`config.mk`:
```
export PLATFORM = sky130hd
export DESIGN_NAME = hpi_access_ctrl_flat
export DESIGN_NICKNAME = d
export VERILOG_FILES = /design/src/rtl/hpi_access_ctrl_if.sv /design/src/rtl/hpi_access_ctrl.sv /design/src/flat_wrapper.sv
export SDC_FILE = /design/constraint.sdc
export NUM_CORES = 1
export LEC_CHECK = 0
export BUFFER_PORTS_ARGS = -buffer_cell sky130_fd_sc_hd__buf_2
export CAP_MARGIN = 30
export CORE_MARGIN = 4
export CORE_UTILIZATION = 49
export DETAILED_ROUTE_END_ITERATION = 6
export GPL_TIMING_DRIVEN = 0
export PLACE_DENSITY_LB_ADDON = 0.08
export SKIP_LAST_GASP = 1
export SLEW_MARGIN = 10
export SYNTH_ARGS = -nofsm -noshare
export SYNTH_HDL_FRONTEND = slang
export SYNTH_SLANG_ARGS = --single-unit
export TNS_END_PERCENT = 5
```
`constraint.sdc`:
```
create_clock -name clk_clk -period 2.95 [get_ports clk_clk]
set_input_delay 0.59 -clock clk_clk [delete_from_list [all_inputs] [get_ports clk_clk]]
set_output_delay 0.59 -clock clk_clk [all_outputs]
set_load 0.05 [all_outputs]
```
`src/rtl/hpi_access_ctrl_if.sv`:
```
// Requester handshake and HPI pin bundle for hpi_access_ctrl.
// slave = the controller; master = requesters plus the HPI device side.
interface hpi_access_ctrl_if;
    logic        req0, req1;
    logic        we0, we1;
    logic [1:0]  addr0, addr1;
    logic [15:0] wdata0, wdata1;
    logic        ack0, ack1;
    logic [15:0] rdata;
    logic        busy;
    logic        otg_hpi_cs_n, otg_hpi_r_n, otg_hpi_w_n;
    logic [1:0]  otg_hpi_address;
    logic [15:0] otg_hpi_data_out;
    logic        otg_hpi_data_oe;
    logic [15:0] otg_hpi_data_in;

    modport slave (
        input  req0, req1, we0, we1, addr0, addr1, wdata0, wdata1, otg_hpi_data_in,
        output ack0, ack1, rdata, busy, otg_hpi_cs_n, otg_hpi_r_n, otg_hpi_w_n,
               otg_hpi_address, otg_hpi_data_out, otg_hpi_data_oe
    );

    modport master (
        output req0, req1, we0, we1, addr0, addr1, wdata0, wdata1, otg_hpi_data_in,
        input  ack0, ack1, rdata, busy, otg_hpi_cs_n, otg_hpi_r_n, otg_hpi_w_n,
               otg_hpi_address, otg_hpi_data_out, otg_hpi_data_oe
    );
endinterface

```
`src/rtl/hpi_access_ctrl.sv`:
```
// Two-requester round-robin HPI access sequencer: SETUP/STROBE/HOLD/RECOVER
// phases with programmable lengths; every output is registered.
module hpi_access_ctrl #(
    parameter int T_SETUP   = 2,
    parameter int T_STROBE  = 3,
    parameter int T_HOLD    = 1,
    parameter int T_RECOVER = 2
) (
    input  logic              clk_clk,
    input  logic              reset_reset_n,
    hpi_access_ctrl_if.slave  bus
);
    typedef enum logic [2:0] {IDLE, SETUP, STROBE, HOLD, RECOVER} state_t;

    // Phase counters load length-1 on entry and leave the phase at zero.
    localparam logic [7:0] CNT_SETUP   = 8'(T_SETUP - 1);
    localparam logic [7:0] CNT_STROBE  = 8'(T_STROBE - 1);
    localparam logic [7:0] CNT_HOLD    = 8'(T_HOLD - 1);
    localparam logic [7:0] CNT_RECOVER = 8'(T_RECOVER - 1);

    state_t      state_q, state_d;
    logic [7:0]  cnt_q, cnt_d;
    logic        last_q, last_d;
    logic        we_q, we_d;
    logic [1:0]  addr_q, addr_d;
    logic [15:0] dout_q, dout_d;
    logic [15:0] rdata_q, rdata_d;
    logic        cs_n_q, cs_n_d, r_n_q, r_n_d, w_n_q, w_n_d, oe_q, oe_d;
    logic        ack0_q, ack0_d, ack1_q, ack1_d, busy_q, busy_d;
    logic        gnt, gsel, active_d, strobe_d;

    always_comb begin
        state_d = state_q;
        cnt_d   = cnt_q;
        last_d  = last_q;
        we_d    = we_q;
        addr_d  = addr_q;
        dout_d  = dout_q;
        rdata_d = rdata_q;
        gnt     = 1'b0;
        gsel    = 1'b0;

        case (state_q)
            IDLE: begin
                if (bus.req0 || bus.req1) begin
                    gnt     = 1'b1;
                    // last_q is the previous winner; on a tie the other side wins.
                    gsel    = (bus.req0 && bus.req1) ? ~last_q : bus.req1;
                    state_d = SETUP;
                    cnt_d   = CNT_SETUP;
                end
            end
            SETUP: begin
                if (cnt_q == 8'd0) begin
                    state_d = STROBE;
                    cnt_d   = CNT_STROBE;
                end else begin
                    cnt_d = cnt_q - 8'd1;
                end
            end
            STROBE: begin
                if (cnt_q == 8'd0) begin
                    state_d = HOLD;
                    cnt_d   = CNT_HOLD;
                    if (!we_q) rdata_d = bus.otg_hpi_data_in;
                end else begin
                    cnt_d = cnt_q - 8'd1;
                end
            end
            HOLD: begin
                if (cnt_q == 8'd0) begin
                    state_d = RECOVER;
                    cnt_d   = CNT_RECOVER;
                end else begin
                    cnt_d = cnt_q - 8'd1;
                end
            end
            RECOVER: begin
                if (cnt_q == 8'd0) begin
                    state_d = IDLE;
                    cnt_d   = 8'd0;
                end else begin
                    cnt_d = cnt_q - 8'd1;
                end
            end
            default: begin
                state_d = IDLE;
                cnt_d   = 8'd0;
            end
        endcase

        if (gnt) begin
            last_d = gsel;
            we_d   = gsel ? bus.we1 : bus.we0;
            addr_d = gsel ? bus.addr1 : bus.addr0;
            if (we_d) dout_d = gsel ? bus.wdata1 : bus.wdata0;
        end

        // Outputs are derived from the next state so they align with it.
        active_d = state_d inside {SETUP, STROBE, HOLD};
        strobe_d = (state_d == STROBE);
        cs_n_d   = ~active_d;
        r_n_d    = ~(strobe_d & ~we_d);
        w_n_d    = ~(strobe_d & we_d);
        oe_d     = active_d & we_d;
        ack0_d   = (state_d == HOLD) && (cnt_d == 8'd0) && !last_d;
        ack1_d   = (state_d == HOLD) && (cnt_d == 8'd0) && last_d;
        busy_d   = (state_d != IDLE);
    end

    always_ff @(posedge clk_clk or negedge reset_reset_n) begin
        if (!reset_reset_n) begin
            state_q <= IDLE;
            cnt_q   <= 8'd0;
            last_q  <= 1'b1;
            we_q    <= 1'b0;
            addr_q  <= 2'd0;
            dout_q  <= 16'd0;
            rdata_q <= 16'd0;
            cs_n_q  <= 1'b1;
            r_n_q   <= 1'b1;
            w_n_q   <= 1'b1;
            oe_q    <= 1'b0;
            ack0_q  <= 1'b0;
            ack1_q  <= 1'b0;
            busy_q  <= 1'b0;
        end else begin
            state_q <= state_d;
            cnt_q   <= cnt_d;
            last_q  <= last_d;
            we_q    <= we_d;
            addr_q  <= addr_d;
            dout_q  <= dout_d;
            rdata_q <= rdata_d;
            cs_n_q  <= cs_n_d;
            r_n_q   <= r_n_d;
            w_n_q   <= w_n_d;
            oe_q    <= oe_d;
            ack0_q  <= ack0_d;
            ack1_q  <= ack1_d;
            busy_q  <= busy_d;
        end
    end

    assign bus.ack0             = ack0_q;
    assign bus.ack1             = ack1_q;
    assign bus.rdata            = rdata_q;
    assign bus.busy             = busy_q;
    assign bus.otg_hpi_cs_n     = cs_n_q;
    assign bus.otg_hpi_r_n      = r_n_q;
    assign bus.otg_hpi_w_n      = w_n_q;
    assign bus.otg_hpi_address  = addr_q;
    assign bus.otg_hpi_data_out = dout_q;
    assign bus.otg_hpi_data_oe  = oe_q;
endmodule

```
`src/flat_wrapper.sv`:
```
// flat-port wrapper written by rule: the top's interface ports become plain ports
module hpi_access_ctrl_flat 
#(
    parameter int T_SETUP   = 2,
    parameter int T_STROBE  = 3,
    parameter int T_HOLD    = 1,
    parameter int T_RECOVER = 2
)
  (clk_clk, reset_reset_n, bus_req0, bus_req1, bus_we0, bus_we1, bus_addr0, bus_addr1, bus_wdata0, bus_wdata1, bus_otg_hpi_data_in, bus_ack0, bus_ack1, bus_rdata, bus_busy, bus_otg_hpi_cs_n, bus_otg_hpi_r_n, bus_otg_hpi_w_n, bus_otg_hpi_address, bus_otg_hpi_data_out, bus_otg_hpi_data_oe);
  hpi_access_ctrl_if bus_i ();
  input  logic clk_clk;
  input  logic reset_reset_n;
  input wire logic [$bits(bus_i.req0)-1:0] bus_req0;
  input wire logic [$bits(bus_i.req1)-1:0] bus_req1;
  input wire logic [$bits(bus_i.we0)-1:0] bus_we0;
  input wire logic [$bits(bus_i.we1)-1:0] bus_we1;
  input wire logic [$bits(bus_i.addr0)-1:0] bus_addr0;
  input wire logic [$bits(bus_i.addr1)-1:0] bus_addr1;
  input wire logic [$bits(bus_i.wdata0)-1:0] bus_wdata0;
  input wire logic [$bits(bus_i.wdata1)-1:0] bus_wdata1;
  input wire logic [$bits(bus_i.otg_hpi_data_in)-1:0] bus_otg_hpi_data_in;
  output wire logic [$bits(bus_i.ack0)-1:0] bus_ack0;
  output wire logic [$bits(bus_i.ack1)-1:0] bus_ack1;
  output wire logic [$bits(bus_i.rdata)-1:0] bus_rdata;
  output wire logic [$bits(bus_i.busy)-1:0] bus_busy;
  output wire logic [$bits(bus_i.otg_hpi_cs_n)-1:0] bus_otg_hpi_cs_n;
  output wire logic [$bits(bus_i.otg_hpi_r_n)-1:0] bus_otg_hpi_r_n;
  output wire logic [$bits(bus_i.otg_hpi_w_n)-1:0] bus_otg_hpi_w_n;
  output wire logic [$bits(bus_i.otg_hpi_address)-1:0] bus_otg_hpi_address;
  output wire logic [$bits(bus_i.otg_hpi_data_out)-1:0] bus_otg_hpi_data_out;
  output wire logic [$bits(bus_i.otg_hpi_data_oe)-1:0] bus_otg_hpi_data_oe;
  assign bus_i.req0 = bus_req0;
  assign bus_i.req1 = bus_req1;
  assign bus_i.we0 = bus_we0;
  assign bus_i.we1 = bus_we1;
  assign bus_i.addr0 = bus_addr0;
  assign bus_i.addr1 = bus_addr1;
  assign bus_i.wdata0 = bus_wdata0;
  assign bus_i.wdata1 = bus_wdata1;
  assign bus_i.otg_hpi_data_in = bus_otg_hpi_data_in;
  assign bus_ack0 = bus_i.ack0;
  assign bus_ack1 = bus_i.ack1;
  assign bus_rdata = bus_i.rdata;
  assign bus_busy = bus_i.busy;
  assign bus_otg_hpi_cs_n = bus_i.otg_hpi_cs_n;
  assign bus_otg_hpi_r_n = bus_i.otg_hpi_r_n;
  assign bus_otg_hpi_w_n = bus_i.otg_hpi_w_n;
  assign bus_otg_hpi_address = bus_i.otg_hpi_address;
  assign bus_otg_hpi_data_out = bus_i.otg_hpi_data_out;
  assign bus_otg_hpi_data_oe = bus_i.otg_hpi_data_oe;
  hpi_access_ctrl #(.T_SETUP(T_SETUP), .T_STROBE(T_STROBE), .T_HOLD(T_HOLD), .T_RECOVER(T_RECOVER)) u_core (.clk_clk(clk_clk), .reset_reset_n(reset_reset_n), .bus(bus_i));
endmodule
```
==> results by group, run 1 <==
Floorplanning
  – Die W: 81.28 um
  – Die area: 6606 sq um
  – Row cnt: 26
  – IO Pins: 99
  – Core area: 5172 sq um
  – Starting Density: 0.5087
  – Die height: 81.28 um

Synthesis
  – Async SR Flop Fraction: 1.000
  – Post-Synthesis Cells: 235
  – EDFF count, synth: 0
  – Commonest register cell after synthesis: dfrtp_1
  – Yosys cell types: 55
  – Syn nets: 295
  – Synthesized cell area: 2631 sq um
  – Sequential area share after synthesis: 0.5155
  – Synthesis warning total: 0
  – Number of synthesized register bits: 54
  – Synthesized area per cell: 11.20 sq um

CTS
  – CTS tree: done
  – CTS H-tree depth: 2
  – Post-CTS Setup Inserts: 0
  – CTS root buf: clkbuf_8
  – Post-CTS sizing: 0
  – Deepest clock path buffer count: 2
  – Clock transition at the registers of the reported paths: 110 ps
  – Hold_buf cts: 0
  – Clk sinks: 54
  – Latest clock arrival within the worst-skew pair: 310 ps
  – CTS Buf Count: 5

Critical path
  – Crit Path Max Fanout: 5
  – CP arrival: 2800 ps
  – Largest delay share family, worst path: simple AND/OR/NAND/NOR gates
  – Critical path class: reg2reg
  – Critical-path top delay cell: nor3b_1
  – CP cell instances: inv_1, ha_1, nor3b_1, a211oi_2, a221oi_1, o211ai_1, nor4_1
  – Setup crit end kind: flip-flop
  – Critical path buffers and inverters: 1
  – Crit start category: flip-flop
  – Max incr delay on CP: 570 ps
  – CP Data Required Time: 3130 ps

Cells and area
  – Commonest non-fill, non-tap cell in the layout: buf_2
  – Layout cells sized above 1: 0.4235
  – Layout fillers: 437
  – Antenna diode count: 0
  – Synthesis-to-layout area growth: 26.82%
  – Most frequent cells in the layout: buf_2, dfrtp_1, nor2_1, a21oi_1, mux2i_1
  – Nets: 399
  – Final core utilization: 0.6451

STA
  – Tcrit/Tclk final: 0.8879
  – Max Slew Vio Count: 0
  – Max Clock Freq: 381.8 MHz
  – Worst slew pin tran: 690.1 ps
  – TNS Setup: 0 ps
  – Min Tclk post-route: 2619 ps
  – Unrepaired setup endpoints after global routing: false
  – Final Hold Viols: 0
  – Relative slew margins: 0.5368
  – Worst Skew: 13.50 ps
  – Final setup vio count: 0

Global route
  – First-pass GRT wire length: 9.784 mm
  – Largest net degree at the start of global routing: 32
  – Initial antenna violation count: 0
  – Vias in the first global route: 2059
  – All-layer global routing usage: 0.1915
  – GR Overflow Total: 0

Power and ir drop
  – VDD IR max: 0.0002677 V
  – PD cells: 423.4 nW/um^2
  – P_leak: 1.826 nW

Route
  – Routed Antenna Nets: 0
  – Via-to-Cell Ratio: 5.215
  – Via Count: 2138
  – Final wirelength: 6.073 mm
  – DRC viols: 0
  – Iter 0 DRT Violations: 107
  – Drt pass-1 iters: 4
  – Drt wl/cell: 14.81 um

Placement
  – GP Congestion: 0.8075
  – PortBufs: 96
  – Hpwl dp: 4.657 mm

Outcome
  – Status: finished, final reports clean

Worst hold path
  – Worst Hold Class: in2async

Flow run
  – Max capacitance violation total: 0
==> metrics by stage <==
step | power [mW] | area, sq um | worst slack, ps | std cells | hold WS, ps
detailed placement | 0.9111 | 3219 | 401.1 | 402 | 470.9
global route | 1.464 | 3337 | 112.0 | 410 | 296.6
global placement | 0.9040 | 3199 | 425.1 | 401 | 457.9
finish | 1.413 | 3337 | 330.7 | 410 | 262.9
floorplan | 0.8403 | 2631 | 785.1 | 235 | 294.4
CTS | 1.425 | 3337 | 364.0 | 410 | 272.0
==> flip-flops by register name, summed over array words and instances (netlist names) <==
name	cells
u_core.bus.otg_hpi_data_oe	1
u_core.bus.ack1	1
u_core.bus.otg_hpi_data_out	16
u_core.bus.ack0	1
u_core.bus.otg_hpi_r_n	1
u_core.state_q	3
u_core.last_q	1
u_core.bus.otg_hpi_address	2
u_core.bus.otg_hpi_w_n	1
u_core.we_q	1
u_core.bus.rdata	16
u_core.bus.busy	1
u_core.bus.otg_hpi_cs_n	1
u_core.cnt_q	8
==> power breakdown <==
part | internal, mW | total, mW | switching (mW)
registers | 0.752 | 0.759 | 0.00644
logic | 0.0551 | 0.136 | 0.0807
clock network | 0.259 | 0.518 | 0.259
==> cell type report <==
cell class / instances / area (sq um) / share of cell area
clock buffers: 5 / 68.82 / 0.02062
multi-input cells: 163 / 1171 / 0.3510
inverters: 6 / 22.52 / 0.006749
plain buffers: 12 / 81.33 / 0.02437
well taps: 70 / 87.58 / 0.02625
repair buffers: 97 / 500.5 / 0.1500
flip-flops and latches: 54 / 1356 / 0.4064
clock inverters: 3 / 48.80 / 0.01462
==> path summary, 6_finish.rpt <==
path | startpoint | to | slack, ps | cells past startpoint
max in group asynchronous | reset_reset_n | u_core.bus.otg_hpi_w_n | 2070 | 2
worst max register to register | u_core.cnt_q[0] | u_core.bus.ack0 | 330 | 7
worst min-delay path | reset_reset_n | u_core.cnt_q[4] | 260 | 1
worst min register to register | u_core.bus.otg_hpi_address[1] | u_core.bus.otg_hpi_address[1] | 480 | 2
worst max-delay path | u_core.cnt_q[0] | u_core.bus.ack0 | 330 | 7
min in group clk_clk | bus_otg_hpi_data_in[9] | u_core.bus.rdata[9] | 480 | 2
==> Yosys cell counts (all sizes together), types with 3 or more instances <==
master | count | area share
dfrtp | 50 | 0.48
nor2 | 25 | 0.039
a21oi | 22 | 0.043
mux2i | 18 | 0.068
mux2 | 16 | 0.083
nand2 | 14 | 0.024
o21ai | 13 | 0.025
buf | 9 | 0.025
nand3 | 7 | 0.013
inv | 6 | 0.0086
dfstp | 4 | 0.040
nor3 | 4 | 0.011
clkbuf | 3 | 0.0057
nand4 | 3 | 0.0071
nor4 | 3 | 0.013
o31ai | 3 | 0.0086
or3 | 3 | 0.0071
or4 | 3 | 0.0086
==> metal layers <==
| layer | vias to the layer above | track usage | part of all wire |
|---|---|---|---|
| li1 | 1051 | - | - |
| met1 | 1003 | 0.2597 | 0.42 |
| met2 | 80 | 0.3143 | 0.50 |
| met3 | 4 | 0.03991 | 0.073 |
| met4 | 0 | 0.04561 | 0.0068 |
| met5 | - | 0 | 0 |
==> logic make-up after synthesis <==
kind of cell	count (synthesis)	synth area share
and+or+nand+nor	69	0.1408
adders and majority gates	2	0.009509
xor gates and xnor gates	1	0.003329
buffers and inverters	18	0.03947
muxes	34	0.1512
DFF	54	0.5155
AOI/OAI and AO/OA	57	0.1403
No activity file was read; power rests on OpenSTA's default activity.
==> run 2, diff against run 1 <==
--- a/config.mk
+++ b/config.mk
@@ -5,6 +5,7 @@
 export SDC_FILE = /design/constraint.sdc
 export NUM_CORES = 1
 export LEC_CHECK = 0
+export ABC_AREA = 1
 export BUFFER_PORTS_ARGS = -buffer_cell sky130_fd_sc_hd__buf_2
 export CAP_MARGIN = 30
 export CORE_MARGIN = 4
==> run 2 against run 1 <==
First-iteration DRC count is 38% lower. Critical path type unchanged. Via count is 6.2% higher. Synthesized area shrank 1.8%. Clock skew fell by 6.1 ps. Synthesized cell count is 21% higher. Register-to-register slack improved by 710 ps. Wire length fell by 2.3%. Design area fell by 1.0%. Non-clock buffer count is 2 lower. Count of clock-buffer cells in the layout up 1. Total power fell by 0.32%. Setup slack gained 710 ps. Largest cell class unchanged.
==> results by group, run 2 <==
Outcome
  – Status: finished, final reports clean (unchanged)

Synthesis
  – Number of synthesized register bits: 54 (unchanged)
  – Cell taking the most area after synthesis: dfrtp_1 (unchanged)
  – Async SR Flop Fraction: 1.000 (unchanged)
  – Sequential area share after synthesis: 0.5249 (was 0.5155)
  – EDFF count, synth: 0 (unchanged)
  – Synthesized area per cell: 9.066 sq um (was 11.20 sq um)
  – Synthesized cell area: 2584 sq um (was 2631 sq um)
  – Commonest register cell after synthesis: dfrtp_1 (unchanged)
  – Ranking of synthesized cells by area: dfrtp_1, nor2_1, mux2_2 (was dfrtp_1, mux2i_1, mux2_4)
  – Most numerous cell in the Yosys netlist: nor2_1 (was dfrtp_1)
  – Top-area cell type share of the netlist area: 0.4843 (was 0.4755)
  – Post-Synthesis Cells: 285 (was 235)
  – Synth top cells by count: nor2_1, dfrtp_1, nand2_1 (was dfrtp_1, nor2_1, a21oi_1)
  – Syn nets: 345 (was 295)
  – Yosys cell types: 28 (was 55)
  – Synthesis warning total: 0 (unchanged)

Floorplanning
  – Die W: 80.62 um (was 81.28 um)
  – IO Pins: 99 (unchanged)
  – Row cnt: 26 (unchanged)
  – Die height: 80.62 um (was 81.28 um)
  – Core area: 5107 sq um (was 5172 sq um)
  – Starting Density: 0.5059 (was 0.5087)
  – Die area: 6499 sq um (was 6606 sq um)

Cells and area
  – Final core utilization: 0.6467 (was 0.6451)
  – Antenna diode count: 0 (unchanged)
  – Commonest non-fill, non-tap cell in the layout: buf_2 (unchanged)
  – Synthesis-to-layout area growth: 27.85% (was 26.82%)
  – Most frequent cells in the layout: buf_2, nor2_1, dfrtp_1, nand2_1, inv_1 (was buf_2, dfrtp_1, nor2_1, a21oi_1, mux2i_1)
  – Layout cells sized above 1: 0.3648 (was 0.4235)
  – Fin area: 3303 sq um (was 3337 sq um)
  – Nets: 451 (was 399)
  – Non-Filler Instances: 462 (was 410)

CTS
  – CTS Buf Count: 5 (unchanged)
  – Post-CTS sizing: 0 (unchanged)
  – Deepest clock path buffer count: 2 (unchanged)
  – CTS root buf: clkbuf_8 (unchanged)
  – Post-CTS Setup Inserts: 0 (unchanged)
  – CTS tree: done (unchanged)
  – Clock transition at the registers of the reported paths: 100 ps (was 110 ps)
  – Latest clock arrival within the worst-skew pair: 310 ps (about the same)
  – Hold_buf cts: 0 (unchanged)
  – Clk sinks: 54 (unchanged)
  – CTS H-tree depth: 2 (unchanged)

Critical path
  – Max incr delay on CP: 370 ps (was 570 ps)
  – Critical path class: reg2reg (unchanged)
  – Setup crit end kind: flip-flop (unchanged)
  – CP arrival: 2110 ps (was 2800 ps)
  – CP cell instances: inv_1, ha_1, nand2_1, nor2_4, nand3b_4, buf_2, mux2_2 (was inv_1, ha_1, nor3b_1, a211oi_2, a221oi_1, o211ai_1, nor4_1)
  – Crit Path Max Fanout: 10 (was 5)
  – Crit start category: flip-flop (unchanged)
  – Critical path buffers and inverters: 2 (was 1)
  – Critical-path top delay cell: dfrtp_1 (was nor3b_1)
  – Largest delay share family, worst path: simple AND/OR/NAND/NOR gates (unchanged)
  – Reg2reg setup slack: 1040 ps (was 330 ps)
  – CP Data Required Time: 3150 ps (was 3130 ps)

Route
  – Drt wl/cell: 12.84 um (was 14.81 um)
  – Via-to-Cell Ratio: 4.913 (was 5.215)
  – Routed Antenna Nets: 0 (unchanged)
  – Via Count: 2270 (was 2138)
  – DRC viols: 0 (unchanged)
  – Iter 0 DRT Violations: 66 (was 107)
  – Drt pass-1 iters: 4 (unchanged)
  – Final wirelength: 5.934 mm (was 6.073 mm)

Power and ir drop
  – PD cells: 426.3 nW/um^2 (was 423.4 nW/um^2)
  – P_leak: 1.756 nW (was 1.826 nW)
  – VDD IR max: 0.0003112 V (was 0.0002677 V)

Placement
  – PortBufs: 98 (was 96)
  – Hpwl dp: 4.575 mm (was 4.657 mm)
  – GP Congestion: 0.8095 (was 0.8075)
  – Placed cell count: 454 (was 402)
  – Pre-CTS WS: 894.1 ps (was 401.1 ps)
  – Post-placement cell area: 3182 sq um (was 3219 sq um)

STA
  – Setup ws final: 1041 ps (was 330.7 ps)
  – Relative slew margins: 0.7028 (was 0.5368)
  – Min Tclk post-route: 1909 ps (was 2619 ps)
  – Worst slew pin tran: 445.8 ps (was 690.1 ps)
  – Max Clock Freq: 523.8 MHz (was 381.8 MHz)
  – Final Hold Viols: 0 (unchanged)
  – Final setup vio count: 0 (unchanged)
  – TNS Setup: 0 ps (unchanged)
  – Max Slew Vio Count: 0 (unchanged)
  – Tcrit/Tclk final: 0.6472 (was 0.8879)
  – Unrepaired setup endpoints after global routing: false (unchanged)
  – Worst Skew: 7.425 ps (was 13.50 ps)

Global route
  – All-layer global routing usage: 0.1861 (was 0.1915)
  – GR peak layer: met2 (unchanged)
  – GR Overflow Total: 0 (unchanged)
  – Vias in the first global route: 2118 (was 2059)
  – Initial antenna violation count: 0 (unchanged)
  – Largest net degree at the start of global routing: 37 (was 32)
  – Global routing met1 resource utilization: 0.2336 (was 0.2597)
  – Met3 Use GR: 0.03700 (was 0.03991)
  – Met2 GRT Util: 0.3303 (was 0.3143)
  – First-pass GRT wire length: 9.480 mm (was 9.784 mm)

Flow run
  – Max capacitance violation total: 0 (unchanged)

Worst hold path
  – Worst Hold Class: in2async (unchanged)
run 2: power by group:
group	internal (mW)	switching (mW)
clock	0.279	0.247
sequential	0.751	0.00486
combinational	0.0479	0.0776
run 2: final timing paths:
kind                                            startpoint                               to  cells past startpoint
min reg2reg                u_core.bus.otg_hpi_data_out[14]  u_core.bus.otg_hpi_data_out[14]                      2
max                                        u_core.cnt_q[0]              u_core.bus.rdata[8]                      7
min                                          reset_reset_n   u_core.bus.otg_hpi_data_out[4]                      1
max reg2reg                                u_core.cnt_q[0]              u_core.bus.rdata[8]                      7
min in group clk_clk       u_core.bus.otg_hpi_data_out[14]  u_core.bus.otg_hpi_data_out[14]                      2
max in group asynchronous                    reset_reset_n           u_core.bus.otg_hpi_r_n                      2
run 2: kinds of logic after synthesis:
family / count (synthesis) / synth area share
simple gates: 141 / 0.2368
flops: 54 / 0.5249
buf+inv: 36 / 0.06344
compound gates: 34 / 0.08863
mux: 16 / 0.06973
xor+xnor: 2 / 0.006781
fa+ha+maj: 2 / 0.009684
run 2: final cells by class:
cell class	instances	area, sq um
sequential	54	1356
buffer	8	58.81
multi-input combinational	195	1064
fill	457	1804
timing repair buffer	99	510.5
tap	70	87.58
inverter	28	105.1
clock inverter	2	38.79
clock buffer	6	82.58
run 2: worst register-to-register path, delay by kind of cell (launching register included):
kind | cells | cell delay, ps
fa+ha+maj | 1 | 210
mux | 1 | 300
flops | 1 | 370
simple gates | 3 | 500
buf+inv | 2 | 440
run 2: through the flow:
step,hold WS (ps),power [mW]
after floorplan,294.4,0.8279
after global routing,238.9,1.463
after CTS,218.2,1.422
after global placement,461.8,0.8921
after detailed placement,464.8,0.8980
final,213.5,1.408
run 2: per-layer routing:
metal  vias up  part of all wire
li1       1136                 -
met1      1042              0.43
met2        87              0.48
met3         5             0.086
met4         0            0.0094
met5         -                 0
